### config.mk
export PLATFORM = sky130hd
export DESIGN_NAME = rdy_vld_mem_fifo
export DESIGN_NICKNAME = d
export VERILOG_FILES = /design/src/rtl/rdy_vld_mem_fifo.sv
export SDC_FILE = /design/constraint.sdc
export NUM_CORES = 1
export LEC_CHECK = 0
export CORE_MARGIN = 2
export CORE_UTILIZATION = 35
export CTS_CLUSTER_SIZE = 30
export DETAILED_ROUTE_END_ITERATION = 7
export PLACE_DENSITY = 0.5
export SETUP_SLACK_MARGIN = 0.3
export SYNTH_ARGS = -nofsm -noshare
export SYNTH_HDL_FRONTEND = slang
export SYNTH_SLANG_ARGS = --single-unit
### constraint.sdc
create_clock -name clk -period 6.5 [get_ports clk]
set_input_delay 0.975 -clock clk [delete_from_list [all_inputs] [get_ports clk]]
set_output_delay 0.975 -clock clk [all_outputs]
set_load 0.02 [all_outputs]
### src/rtl/rdy_vld_mem_fifo.sv
// -----------------------------------------------------------------------------
// rdy_vld_mem_fifo
//
// Streaming rdy/vld FIFO. Storage is a simple dual-port memory (write port A,
// registered read port B). A two-entry prefetch buffer at the output hides the
// one-cycle read latency, so the FIFO sustains one word per cycle. It also
// provides an occupancy count, almost-full/almost-empty watermarks and a
// synchronous flush.
//
// Ports:
//   clk          sole clock, rising edge
//   rst_n        asynchronous active-low reset
//   flush        synchronous clear of all contents (memory data is kept)
//   in_vld       producer data valid
//   in_rdy       FIFO can accept a word
//   in_data      producer payload
//   out_vld      head word valid
//   out_rdy      consumer ready
//   out_data     head payload, stable while out_vld=1 and out_rdy=0
//   count        words held (memory + in-flight read + prefetch buffer)
//   almost_full  count >= AF_THRESH
//   almost_empty count <= AE_THRESH
// -----------------------------------------------------------------------------
module rdy_vld_mem_fifo #(
    parameter int DATA_W    = 32,
    parameter int DEPTH     = 16,
    parameter int AF_THRESH = 14,
    parameter int AE_THRESH = 2,
    localparam int CNT_W    = $clog2(DEPTH + 1)
) (
    input  logic              clk,
    input  logic              rst_n,
    input  logic              flush,
    input  logic              in_vld,
    output logic              in_rdy,
    input  logic [DATA_W-1:0] in_data,
    output logic              out_vld,
    input  logic              out_rdy,
    output logic [DATA_W-1:0] out_data,
    output logic [CNT_W-1:0]  count,
    output logic              almost_full,
    output logic              almost_empty
);

    localparam int PTR_W = $clog2(DEPTH);

    // Storage and read-port register (no reset so it maps onto block RAM).
    logic [DATA_W-1:0] mem [DEPTH];
    logic [DATA_W-1:0] rd_data_q;

    logic [PTR_W-1:0]  wr_ptr_q, wr_ptr_d;
    logic [PTR_W-1:0]  rd_ptr_q, rd_ptr_d;
    logic [CNT_W-1:0]  mem_cnt_q, mem_cnt_d;   // words still in memory
    logic [CNT_W-1:0]  count_q, count_d;       // total words held
    logic              rd_vld_q, rd_vld_d;     // rd_data_q holds a word to capture
    logic [1:0]        buf_cnt_q, buf_cnt_d;
    logic [DATA_W-1:0] buf_q [2];
    logic [DATA_W-1:0] buf_d [2];
    logic              rdy_en_q;               // holds in_rdy low until reset is released

    logic              push;
    logic              pop;
    logic              rd_issue;
    logic [2:0]        slots_used;

    function automatic logic [PTR_W-1:0] ptr_inc(input logic [PTR_W-1:0] p);
        return (p == PTR_W'(DEPTH - 1)) ? '0 : p + PTR_W'(1);
    endfunction

    // ------------------------------------------------------------------
    // Handshakes and read issue
    // ------------------------------------------------------------------
    assign in_rdy       = rdy_en_q && (count_q < CNT_W'(DEPTH)) && !flush;
    assign out_vld      = (buf_cnt_q != 2'd0);
    assign out_data     = buf_q[0];
    assign count        = count_q;
    assign almost_full  = (count_q >= CNT_W'(AF_THRESH));
    assign almost_empty = (count_q <= CNT_W'(AE_THRESH));

    assign push = in_vld && in_rdy;
    assign pop  = out_vld && out_rdy && !flush;

    // Slots committed in the prefetch path after this cycle's pop. Crediting
    // the pop lets a read be issued every cycle while streaming, which is what
    // keeps the output free of bubbles; buffer + in-flight never exceeds 2.
    assign slots_used = 3'(buf_cnt_q) + 3'(rd_vld_q) - 3'(pop);
    assign rd_issue   = !flush && (mem_cnt_q != '0) && (slots_used < 3'd2);

    // ------------------------------------------------------------------
    // Memory: write port A, registered read port B
    // ------------------------------------------------------------------
    always_ff @(posedge clk) begin
        if (push) begin
            mem[wr_ptr_q] <= in_data;
        end
        if (rd_issue) begin
            rd_data_q <= mem[rd_ptr_q];
        end
    end

    // ------------------------------------------------------------------
    // Next-state logic
    // ------------------------------------------------------------------
    always_comb begin
        wr_ptr_d  = wr_ptr_q;
        rd_ptr_d  = rd_ptr_q;
        mem_cnt_d = mem_cnt_q;
        count_d   = count_q;
        rd_vld_d  = rd_vld_q;
        buf_cnt_d = buf_cnt_q;
        buf_d[0]  = buf_q[0];
        buf_d[1]  = buf_q[1];

        if (flush) begin
            // The in-flight read is dropped by clearing rd_vld; buffer data
            // words are left as-is since buf_cnt marks them invalid.
            wr_ptr_d  = '0;
            rd_ptr_d  = '0;
            mem_cnt_d = '0;
            count_d   = '0;
            rd_vld_d  = 1'b0;
            buf_cnt_d = 2'd0;
        end else begin
            if (push) begin
                wr_ptr_d = ptr_inc(wr_ptr_q);
            end
            if (rd_issue) begin
                rd_ptr_d = ptr_inc(rd_ptr_q);
            end
            mem_cnt_d = mem_cnt_q + CNT_W'(push) - CNT_W'(rd_issue);
            count_d   = count_q + CNT_W'(push) - CNT_W'(pop);
            rd_vld_d  = rd_issue;

            // Buffer is a two-deep shift queue with the head in entry 0.
            // A capture without a pop only happens with 0 or 1 entries held.
            case ({pop, rd_vld_q})
                2'b01: begin
                    buf_d[buf_cnt_q[0]] = rd_data_q;
                    buf_cnt_d           = buf_cnt_q + 2'd1;
                end
                2'b10: begin
                    buf_d[0]  = buf_q[1];
                    buf_cnt_d = buf_cnt_q - 2'd1;
                end
                2'b11: begin
                    if (buf_cnt_q == 2'd1) begin
                        buf_d[0] = rd_data_q;
                    end else begin
                        buf_d[0] = buf_q[1];
                        buf_d[1] = rd_data_q;
                    end
                end
                default: ;
            endcase
        end
    end

    // ------------------------------------------------------------------
    // State registers
    // ------------------------------------------------------------------
    always_ff @(posedge clk or negedge rst_n) begin
        if (!rst_n) begin
            wr_ptr_q  <= '0;
            rd_ptr_q  <= '0;
            mem_cnt_q <= '0;
            count_q   <= '0;
            rd_vld_q  <= 1'b0;
            buf_cnt_q <= 2'd0;
            rdy_en_q  <= 1'b0;
        end else begin
            wr_ptr_q  <= wr_ptr_d;
            rd_ptr_q  <= rd_ptr_d;
            mem_cnt_q <= mem_cnt_d;
            count_q   <= count_d;
            rd_vld_q  <= rd_vld_d;
            buf_cnt_q <= buf_cnt_d;
            rdy_en_q  <= 1'b1;
        end
    end

    for (genvar gi = 0; gi < 2; gi++) begin : g_buf
        always_ff @(posedge clk or negedge rst_n) begin
            if (!rst_n) begin
                buf_q[gi] <= '0;
            end else begin
                buf_q[gi] <= buf_d[gi];
            end
        end
    end

endmodule
==> out/metrics.cfg, run 1 <==
[status]
status = finished clean

[power_and_ir_drop]
p_int_mw = 8.21
clkPwrFrac = 0.334
cellPowerDensity_nw_per_um2 = 391
power_frac_comb = 0.212
netSwitchingPower_mw = 3.05
p_leak_nw = 9.51
peakVddDrop_mv = 0.196
switching_share = 0.271
seq_power_share = 0.454

[cells_and_area]
drive_gt1_frac = 0.160
nets = 1500
syn2layout_area_growth_pct = 14.5
mostFrequentLayoutCell = edfxtp_1
final_util = 0.403
diodes = 0
mostFrequentLayoutCells = 544 x edfxtp_1, 131 x mux2i_1, 84 x dfrtp_1, 76 x clkdlybuf4s50_1, 72 x clkbuf_16

[sta]
finalCritPeriodShare = 0.723
rsz0062_at_grt = false
max_slew_margin = 0.246
worst_clock_skew_ns = 0.0149
final.setup.worst_slack_ns = 1.80
hold_violations = 0
fmaxAchievable_mhz = 213
finalSetupViolations = 0
finalSetupTns_ns = 0
period_needed_ns = 4.70
tightest_slew_ns = 1.13
drv_slew = 0

[critical_path]
cp.required_ns = 6.95
cp_max_fo = 38
end_kind = register
startpoint_type = input pin
cp.arrival_ns = 5.15
path_class = input pin to register
reg2reg_depth = 17
r2r_slack_ns = 1.90

[route]
avgViaCountPerCell = 4.98
drc_errors = 0
avgRoutedWirePerCell_um = 22.6
routed_wirelength_mm = 55.0
drtIter0Drc = 893
ant_nets = 0
vias = 12146
first_pass_iters = 6

[global_routing]
grt_pass1_wl_mm = 82.9
track_usage = 0.150
grt_pass1_vias = 12883
grt_max_degree = 102
antenna_found_initial = 3
grt_overflow_total = 0

[placed_design]
dp_hpwl_mm = 30.4
io_buffers = 77
gp_congestion = 0.748
dp_slack_ns = 1.15

[die]
coreArea_um2 = 71400
die_w_um = 272
io_pins = 78
floorplan.initialDensity = 0.352
dieArea_um2 = 74000
die_h_um = 272
placementRows = 98

[synth]
yosys.area_share.simple = 0.0270
ys_seq_area_frac = 0.735
netlist_area_um2 = 25100
async_flop_share = 0.137
ys.flop_type = edfxtp_1
yosys.area_share.xor_xnor = 0.00279
synth_top_area_frac = 0.650
synth_seq_cells = 630
synth_top_family_by_area = multiplexers
synth_fa_ha_area_frac = 0.0138
synth_compound_area_frac = 0.0605
syn_area_per_cell_um2 = 18.3
synthMuxAreaShare = 0.129
syn_nets = 1439
synth_edf_count = 544
netlist_instances = 1376
yosys_warnings = 0
synthTopCellsByArea = edfxtp_1 65%, dfrtp_1 8.6%, mux4_2 5.7%
yosysUniqueCellTypes = 51
yosysTopAreaCell = edfxtp_1

[clock_tree]
cts_buffers = 68
cts_max_level = 3
cts_tree = yes
clk_latency_ns = 0.59
clk_pin_slew_ns = 0.06
clockRootBuffer = clkbuf_16
cts_sinks = 630
cts_hold_buffers = 0
cts_buffer_depth = 3
post-cts-setup-buffers = 0
cts_resized = 0

[flow_run]
maxCapViolCount = 0

[min_path]
holdCritPathClass = input pin to async pin

## critical path: stages
cell and delay, ns:
clkdlybuf4s50_1 0.49, nor3b_4 0.43, ha_1 0.30, nand2b_1 0.16, fa_1 0.52, nor2b_1 0.20
and3_4 0.57, ha_1 0.32, inv_1 0.06, ha_1 0.16, inv_1 0.06, fa_1 0.40
nor2b_1 0.17, o21bai_1 0.10, a21oi_1 0.16, nor3b_1 0.07
## cell families (layout without fill, tap and decap cells)
kind of cell / Yosys count / count (layout)
mux: 228 / 228
fa+ha+maj: 26 / 26
buf+inv: 130 / 241
flops: 630 / 630
other cells: 1 / 1
compound gates: 215 / 215
simple gates: 138 / 138
xor+xnor: 8 / 8
## through the flow
step           instances  power [mW]  cell area [um^2]  hold WS [ns]
2_1_floorplan       1376        7.01             25100         0.480
3_3_place_gp        2317        7.59             26600         0.491
3_5_place_dp        2317        7.62             26600         0.494
4_1_cts             2437        11.4             28800         0.283
5_1_grt             2437        11.8             28800         0.313
6_report            2437        11.3             28800         0.301
## power groups by stage
stage                     sequential [mW]  combinational (mW)  clock, mW
after global placement               5.19                2.40          0
after floorplan                      5.04                1.97          0
after global routing                 5.17                2.63       4.03
after CTS                            5.12                2.43       3.86
final                                5.11                2.39       3.75
after detailed placement             5.20                2.42          0
## layout make-up
class	count	area [um^2]
Multi-Input combinational cell	616	5910
Sequential cell	630	18500
Clock buffer	92	1890
Clock inverter	28	262
Timing Repair Buffer	101	973
Inverter	20	75.1
Tap cell	950	1190
Fill cell	6453	42600
## cell usage after synthesis (all sizes together) (2+ instances only)
library cell	count
nand2b	6
dfrtp	86
xnor2	4
mux2	32
nor2b	9
nand2	39
nand3	2
and2b	2
o21a	2
clkbuf	34
fa	3
a22oi	64
nand4	2
and2	13
a31oi	2
edfxtp	544
xor2	4
mux4	64
a221oi	64
nor3	2
nor2	49
a21oi	38
a21o	2
nor3b	2
buf	76
and3	9
o21ai	36
inv	19
o21bai	2
ha	23
a211oi	2
mux2i	132
## registers in the layout (all words and copies together), names as in the netlist
signal	count
wr_ptr_q	4
rd_ptr_q	4
buf_q	32
buf_cnt_q	2
rd_vld_q	1
count	5
rd_data_q	32
out_data	32
mem_cnt_q	5
mem	512
rdy_en_q	1
## metal layers
layer / vias to the layer above / global-route usage / wire, um
met3: 71 / 0.0257 / 2000
met1: 6293 / 0.208 / 25500
met4: 4 / 0.0438 / 1040
li1: 5574 / - / -
met2: 204 / 0.245 / 26400
met5: - / 0 / 23
## final timing paths
kind                              start      endpoint
max                               flush  mem_cnt_q[4]
min                               rst_n      rdy_en_q
max reg2reg                buf_cnt_q[0]  mem_cnt_q[4]
min reg2reg                   buf_q[31]     buf_q[31]
max in group asynchronous         rst_n     buf_q[23]
min in group clk              buf_q[31]     buf_q[31]
Note: power is estimated with default switching activity, not from simulation.
==> run 2: changes to the inputs <==
Clock period 6.5 ns to 4.7 ns, I/O delays scaled along.
==> run 2 against run 1 <==
Against the previous run: sequential share of layout area fell by 0.29 points; clock power rose by 32%; non-clock buffer count rose by 15; register-to-register slack got worse by 1.0 ns; wire length rose by 0.14%; cell count rose by 0.74%; cell area rose by 0.46%; critical path type is now register to register; critical endpoint unchanged; largest cell class unchanged.
==> out/metrics.cfg, run 2 (synthesized netlist as in run 1, its figures left out) <==
[status]
status = finished clean

[route]
avgViaCountPerCell = 5.06  ; +1.5%
avgRoutedWirePerCell_um = 22.4  ; -0.60%
drtIter0Drc = 1048  ; +17%
routed_wirelength_mm = 55.1  ; +0.14%
vias = 12416  ; +2.2%
drc_errors = 0  ; unchanged
first_pass_iters = 5  ; -1
ant_nets = 0  ; unchanged

[die]
placementRows = 98  ; unchanged
die_w_um = 272  ; unchanged
coreArea_um2 = 71400  ; unchanged
dieArea_um2 = 74000  ; unchanged
io_pins = 78  ; unchanged
die_h_um = 272  ; unchanged
floorplan.initialDensity = 0.352  ; unchanged

[global_routing]
grt_pass1_vias = 12785  ; -0.76%
track_usage = 0.151  ; +0.000461
grt_max_degree = 68  ; -33%
grt_overflow_total = 0  ; unchanged
antenna_found_initial = 6  ; +3
grt_pass1_wl_mm = 83.3  ; +0.47%

[critical_path]
path_class = register to register
end_kind = register
startpoint_type = register
cp.required_ns = 5.20  ; -1.75 ns
cp_max_fo = 6  ; -84%
cp.arrival_ns = 4.30  ; -0.85 ns

[sta]
tightest_slew_ns = 1.07  ; -0.0616 ns
rsz0062_at_grt = false
finalSetupViolations = 0  ; unchanged
drv_slew = 0  ; unchanged
max_slew_margin = 0.287  ; +0.0411
hold_violations = 0  ; unchanged
fmaxAchievable_mhz = 263
worst_clock_skew_ns = 0.0195  ; +0.00457 ns
finalCritPeriodShare = 0.808
period_needed_ns = 3.80
finalSetupTns_ns = 0  ; unchanged

[clock_tree]
cts_buffers = 68  ; unchanged
cts_buffer_depth = 3  ; unchanged
clk_latency_ns = 0.60  ; about the same
cts_sinks = 630  ; unchanged
cts_hold_buffers = 0  ; unchanged
cts_resized = 0  ; unchanged
cts_max_level = 3  ; unchanged
clockRootBuffer = clkbuf_16
post-cts-setup-buffers = 0  ; unchanged
cts_tree = yes
clk_pin_slew_ns = 0.06  ; about the same

[placed_design]
place_inst = 2332  ; +0.65%
dp_hpwl_mm = 31.2  ; +2.8%
gp_congestion = 0.712  ; -4.8%
io_buffers = 77  ; unchanged

[power_and_ir_drop]
p_leak_nw = 9.57  ; +0.57%
peakVddDrop_mv = 0.307  ; +57%
cellPowerDensity_nw_per_um2 = 531  ; +36%

[cells_and_area]
largest_reg_flops = 512  ; unchanged
syn2layout_area_growth_pct = 15.0
mostFrequentLayoutCells = 544 x edfxtp_1, 131 x mux2i_1, 84 x dfrtp_1, 76 x clkdlybuf4s50_1, 71 x clkbuf_16
nets = 1515  ; +1.0%
drive_gt1_frac = 0.166  ; +0.00550
mostFrequentLayoutCell = edfxtp_1
regMostFlops = mem
final_cells = 2455  ; +0.74%

[flow_run]
maxCapViolCount = 0  ; unchanged

[min_path]
holdCritPathClass = input pin to async pin

[run 2: layer usage]
| metal | share of wire | global-route usage | up-vias | wire length [um] |
|---|---|---|---|---|
| li1 | - | - | 5613 | - |
| met1 | 0.47 | 0.212 | 6467 | 25700 |
| met2 | 0.47 | 0.239 | 261 | 25800 |
| met3 | 0.047 | 0.0287 | 71 | 2580 |
| met4 | 0.017 | 0.0437 | 4 | 958 |
| met5 | 0.00040 | 0 | - | 22 |
[run 2: path summary, 6_finish.rpt]
kind                                    start            to  slack [ns]  cells after the start
worst min-delay path                    rst_n      rdy_en_q        0.22                      1
worst max-delay path             buf_cnt_q[0]  mem_cnt_q[4]        0.90                     17
worst max register to register   buf_cnt_q[0]  mem_cnt_q[4]        0.90                     17
worst min register to register  rd_data_q[18]     buf_q[18]        0.51                      1
min in group clk                rd_data_q[18]     buf_q[18]        0.51                      1
max in group asynchronous               rst_n     buf_q[23]        3.61                      2
[run 2: worst max-delay path, stage by stage (launching register included)]
cell	delay (ns)
dfrtp_1	0.46
inv_1	0.09
ha_1	0.25
nor3b_4	0.19
ha_1	0.25
nand2b_1	0.16
fa_1	0.51
nor2b_1	0.20
and3_4	0.22
ha_1	0.22
inv_1	0.06
ha_1	0.15
inv_1	0.06
fa_1	0.40
nor2b_1	0.15
o21bai_1	0.09
nand3_1	0.08
nor3b_1	0.17
[run 2: power breakdown]
part	switching [mW]	total [mW]	internal (mW)	leakage (nW)
Sequential	0.362	7.02	6.65	5.94
Clock	2.11	4.96	2.85	1.01
Combinational	1.75	3.39	1.64	2.62
Total	4.23	15.4	11.1	9.57
[run 2: through the flow]
| step | hold WS (ns) | worst slack [ns] | instance area [um^2] | util | total power, mW |
|---|---|---|---|---|---|
| CTS | 0.220 | 0.857 | 28900 | 0.405 | 15.6 |
| global placement | 0.489 | 0.394 | 26900 | 0.376 | 10.5 |
| detailed placement | 0.494 | 0.421 | 26900 | 0.376 | 10.6 |
| floorplan | 0.409 | 0.579 | 25100 | - | 9.69 |
| global route | 0.270 | 0.550 | 28900 | 0.405 | 16.2 |
| finish | 0.216 | 0.900 | 28900 | 0.405 | 15.4 |
[run 2: final cells by class]
type	count	area [um^2]
Fill cell	6430	42400
Sequential cell	630	18500
Multi-Input combinational cell	616	5910
Clock buffer	96	1880
Timing Repair Buffer	116	1200
Tap cell	950	1190
Clock inverter	26	173
Inverter	20	75.1
Antenna cell	1	2.50
==> run 3: changes to the inputs <==
Clock period 4.7 ns to 3.9 ns, I/O delays scaled along.
==> run 3 against run 2 <==
Against the previous run: clock power up 28%; register-to-register slack worse by 0.45 ns; fmax up 10%; die area unchanged; critical path type unchanged.
==> out/metrics.cfg, run 3 (synthesized netlist as in run 1, its figures left out) <==
[status]
status = finished clean

[sta]
hold_violations = 0  ; unchanged
finalCritPeriodShare = 0.886  ; +0.0772
max_slew_margin = 0.218  ; -0.0694
tightest_slew_ns = 1.17  ; +0.104 ns
period_needed_ns = 3.45  ; -0.346 ns
final.setup.worst_slack_ns = 0.446  ; -0.454 ns
drv_slew = 0  ; unchanged
worst_clock_skew_ns = 0.0216  ; +0.00212 ns
fmaxAchievable_mhz = 290  ; +10%
worst_hold_slack_ns = 0.499  ; +0.284 ns
rsz0062_at_grt = false
finalSetupTns_ns = 0  ; unchanged
finalSetupViolations = 0  ; unchanged

[die]
dieArea_um2 = 74000  ; unchanged
io_pins = 78  ; unchanged
die_w_um = 272  ; unchanged
placementRows = 98  ; unchanged
coreArea_um2 = 71400  ; unchanged
die_h_um = 272  ; unchanged
floorplan.initialDensity = 0.352  ; unchanged

[critical_path]
startpoint_type = register
cpPeakStageDelay_ns = 0.49  ; -0.02 ns
crit_chain = inv_2 > ha_4 > nor3b_4 > ha_1 > nand2b_4 > fa_1 > nor2b_4 > and3_4 > ha_4 > inv_2 > ha_4 > inv_2 > fa_2 > nor2b_2 > o21bai_1 > a21oi_1 > nor3b_2
r2r-end = mem_cnt_q[4]
cp.required_ns = 4.38  ; -0.82 ns
path_class = register to register
rr_startpoint = buf_cnt_q[1]
slowest_stage = fa_1
end_kind = register
cp_max_fo = 5  ; -1
reg2reg_depth = 17  ; unchanged
cp.arrival_ns = 3.94  ; -0.36 ns
r2r_slack_ns = 0.45  ; -0.45 ns

[clock_tree]
clockRootBuffer = clkbuf_16
cts_max_level = 3  ; unchanged
cts_tree = yes
cts_buffers = 70  ; +2.9%
cts_sinks = 630  ; unchanged
clk_pin_slew_ns = 0.06  ; about the same
cts_buffer_depth = 3  ; unchanged
clk_latency_ns = 0.61  ; about the same

[power_and_ir_drop]
netSwitchingPower_mw = 5.26  ; +25%
p_int_mw = 13.8  ; +24%
seq_power_share = 0.442  ; -0.014
p_leak_nw = 9.76  ; +2.0%
power_frac_comb = 0.224  ; +0.003
clkPwrFrac = 0.334  ; +0.011
cellPowerDensity_nw_per_um2 = 649  ; +22%
peakVddDrop_mv = 0.368  ; +20%
switching_share = 0.276  ; +0.00115
power_mw = 19.1  ; +24%

[route]
routed_wirelength_mm = 58.3  ; +5.8%
avgRoutedWirePerCell_um = 23.5  ; +5.0%
ant_nets = 0  ; unchanged
vias = 12578  ; +1.3%
drtIter0Drc = 1026  ; -2.1%
avgViaCountPerCell = 5.08  ; +0.53%
first_pass_iters = 5  ; unchanged
drc_errors = 0  ; unchanged

[global_routing]
grt_overflow_total = 0  ; unchanged
grt_max_degree = 101  ; +49%
grt_pass1_vias = 12956  ; +1.3%
antenna_found_initial = 3  ; -3
track_usage = 0.159  ; +0.00792
grt_pass1_wl_mm = 87.4  ; +4.9%

[cells_and_area]
syn2layout_area_growth_pct = 16.8
regArea_um2 = 18500  ; about the same
multi_input_area_um2 = 5980  ; +1.2%
drive_gt1_frac = 0.187  ; +0.0217
mostFrequentLayoutCells = 544 x edfxtp_1, 131 x mux2i_1, 82 x dfrtp_1, 76 x clkdlybuf4s50_1, 71 x clkbuf_16
final_util = 0.412  ; +0.00642
fillCellCount = 6360  ; -1.1%
nets = 1533  ; +1.2%
largest_reg_flops = 512  ; unchanged
mostFrequentLayoutCell = edfxtp_1
regMostFlops = mem

[placed_design]
io_buffers = 77  ; unchanged
dp_hpwl_mm = 34.0  ; +8.8%
dp_slack_ns = -0.0354  ; -0.456 ns
gp_congestion = 0.740  ; +3.8%

[flow_run]
maxCapViolCount = 0  ; unchanged

[min_path]
holdCritPathClass = input pin to async pin

run 3: changes by cell type in the layout (fill, tap and decap cells not counted), moves of 4 or more:
| cell | before | now |
|---|---|---|
| buf_12 | 11 | 20 |
| buf_4 | 29 | 35 |
| bufinv_16 | 1 | 5 |
| clkbuf_1 | 24 | 18 |
| inv_1 | 19 | 15 |
| inv_2 | 0 | 4 |
run 3: area by class of cell:
class	count	share of cell area
clock buffers	90	0.0632
clock inverters	34	0.0117
inverters	20	0.00256
multi-input cells	616	0.204
well taps	950	0.0405
repair buffers	132	0.0488
diodes	2	0.000170
flip-flops and latches	630	0.630
run 3: stage by stage:
stage	std cells	cell area [um^2]
after floorplan	1376	25200
after global placement	2345	27100
after detailed placement	2345	27100
after CTS	2470	29300
after global routing	2472	29400
final	2474	29400
run 3: how the worst max path moves through the flow:
stage / startpoint / to / slack [ns] / depth (start not counted)
global route: buf_cnt_q[1] / mem_cnt_q[4] / 0.30 / 17
finish: buf_cnt_q[1] / mem_cnt_q[4] / 0.45 / 17
global placement: flush / mem_cnt_q[4] / 0.03 / 16
CTS: buf_cnt_q[0] / mem_cnt_q[4] / 0.37 / 17
detailed placement: flush / mem_cnt_q[4] / -0.04 / 16
floorplan: flush / mem_cnt_q[4] / 0.20 / 17
run 3: repair_timing:
action | 4_1_cts | 5_1_grt
pin swaps | 0 | 1
gates resized for setup | 1 | 4
endpoints found under the setup margin | 1 | 1
buffers inserted | 0 | 2
hold endpoints to repair | 37 | 0
hold buffers | 1 | 0
run 3: worst max-delay path, delay by kind of cell (launching register included):
| family | cells | cell delay [ns] |
|---|---|---|
| AOI/OAI and AO/OA | 2 | 0.29 |
| and+or+nand+nor | 6 | 0.89 |
| buffers and inverters | 3 | 0.17 |
| adders and majority gates | 6 | 1.56 |
| DFF | 1 | 0.44 |
run 3: metal layers:
layer | up-vias | global-route usage | wire length [um]
met2 | 299 | 0.257 | 27800
met4 | 0 | 0.0432 | 896
li1 | 5645 | - | -
met3 | 68 | 0.0228 | 2560
met5 | - | 0 | 0
met1 | 6566 | 0.224 | 27000
run 3: power groups by stage:
stage | clock network [mW] | registers, mW | logic, mW
detailed placement | 0 | 8.57 | 4.30
floorplan | 0 | 8.40 | 3.36
global route | 6.80 | 8.51 | 4.68
finish | 6.36 | 8.43 | 4.28
CTS | 6.55 | 8.44 | 4.32
global placement | 0 | 8.55 | 4.28
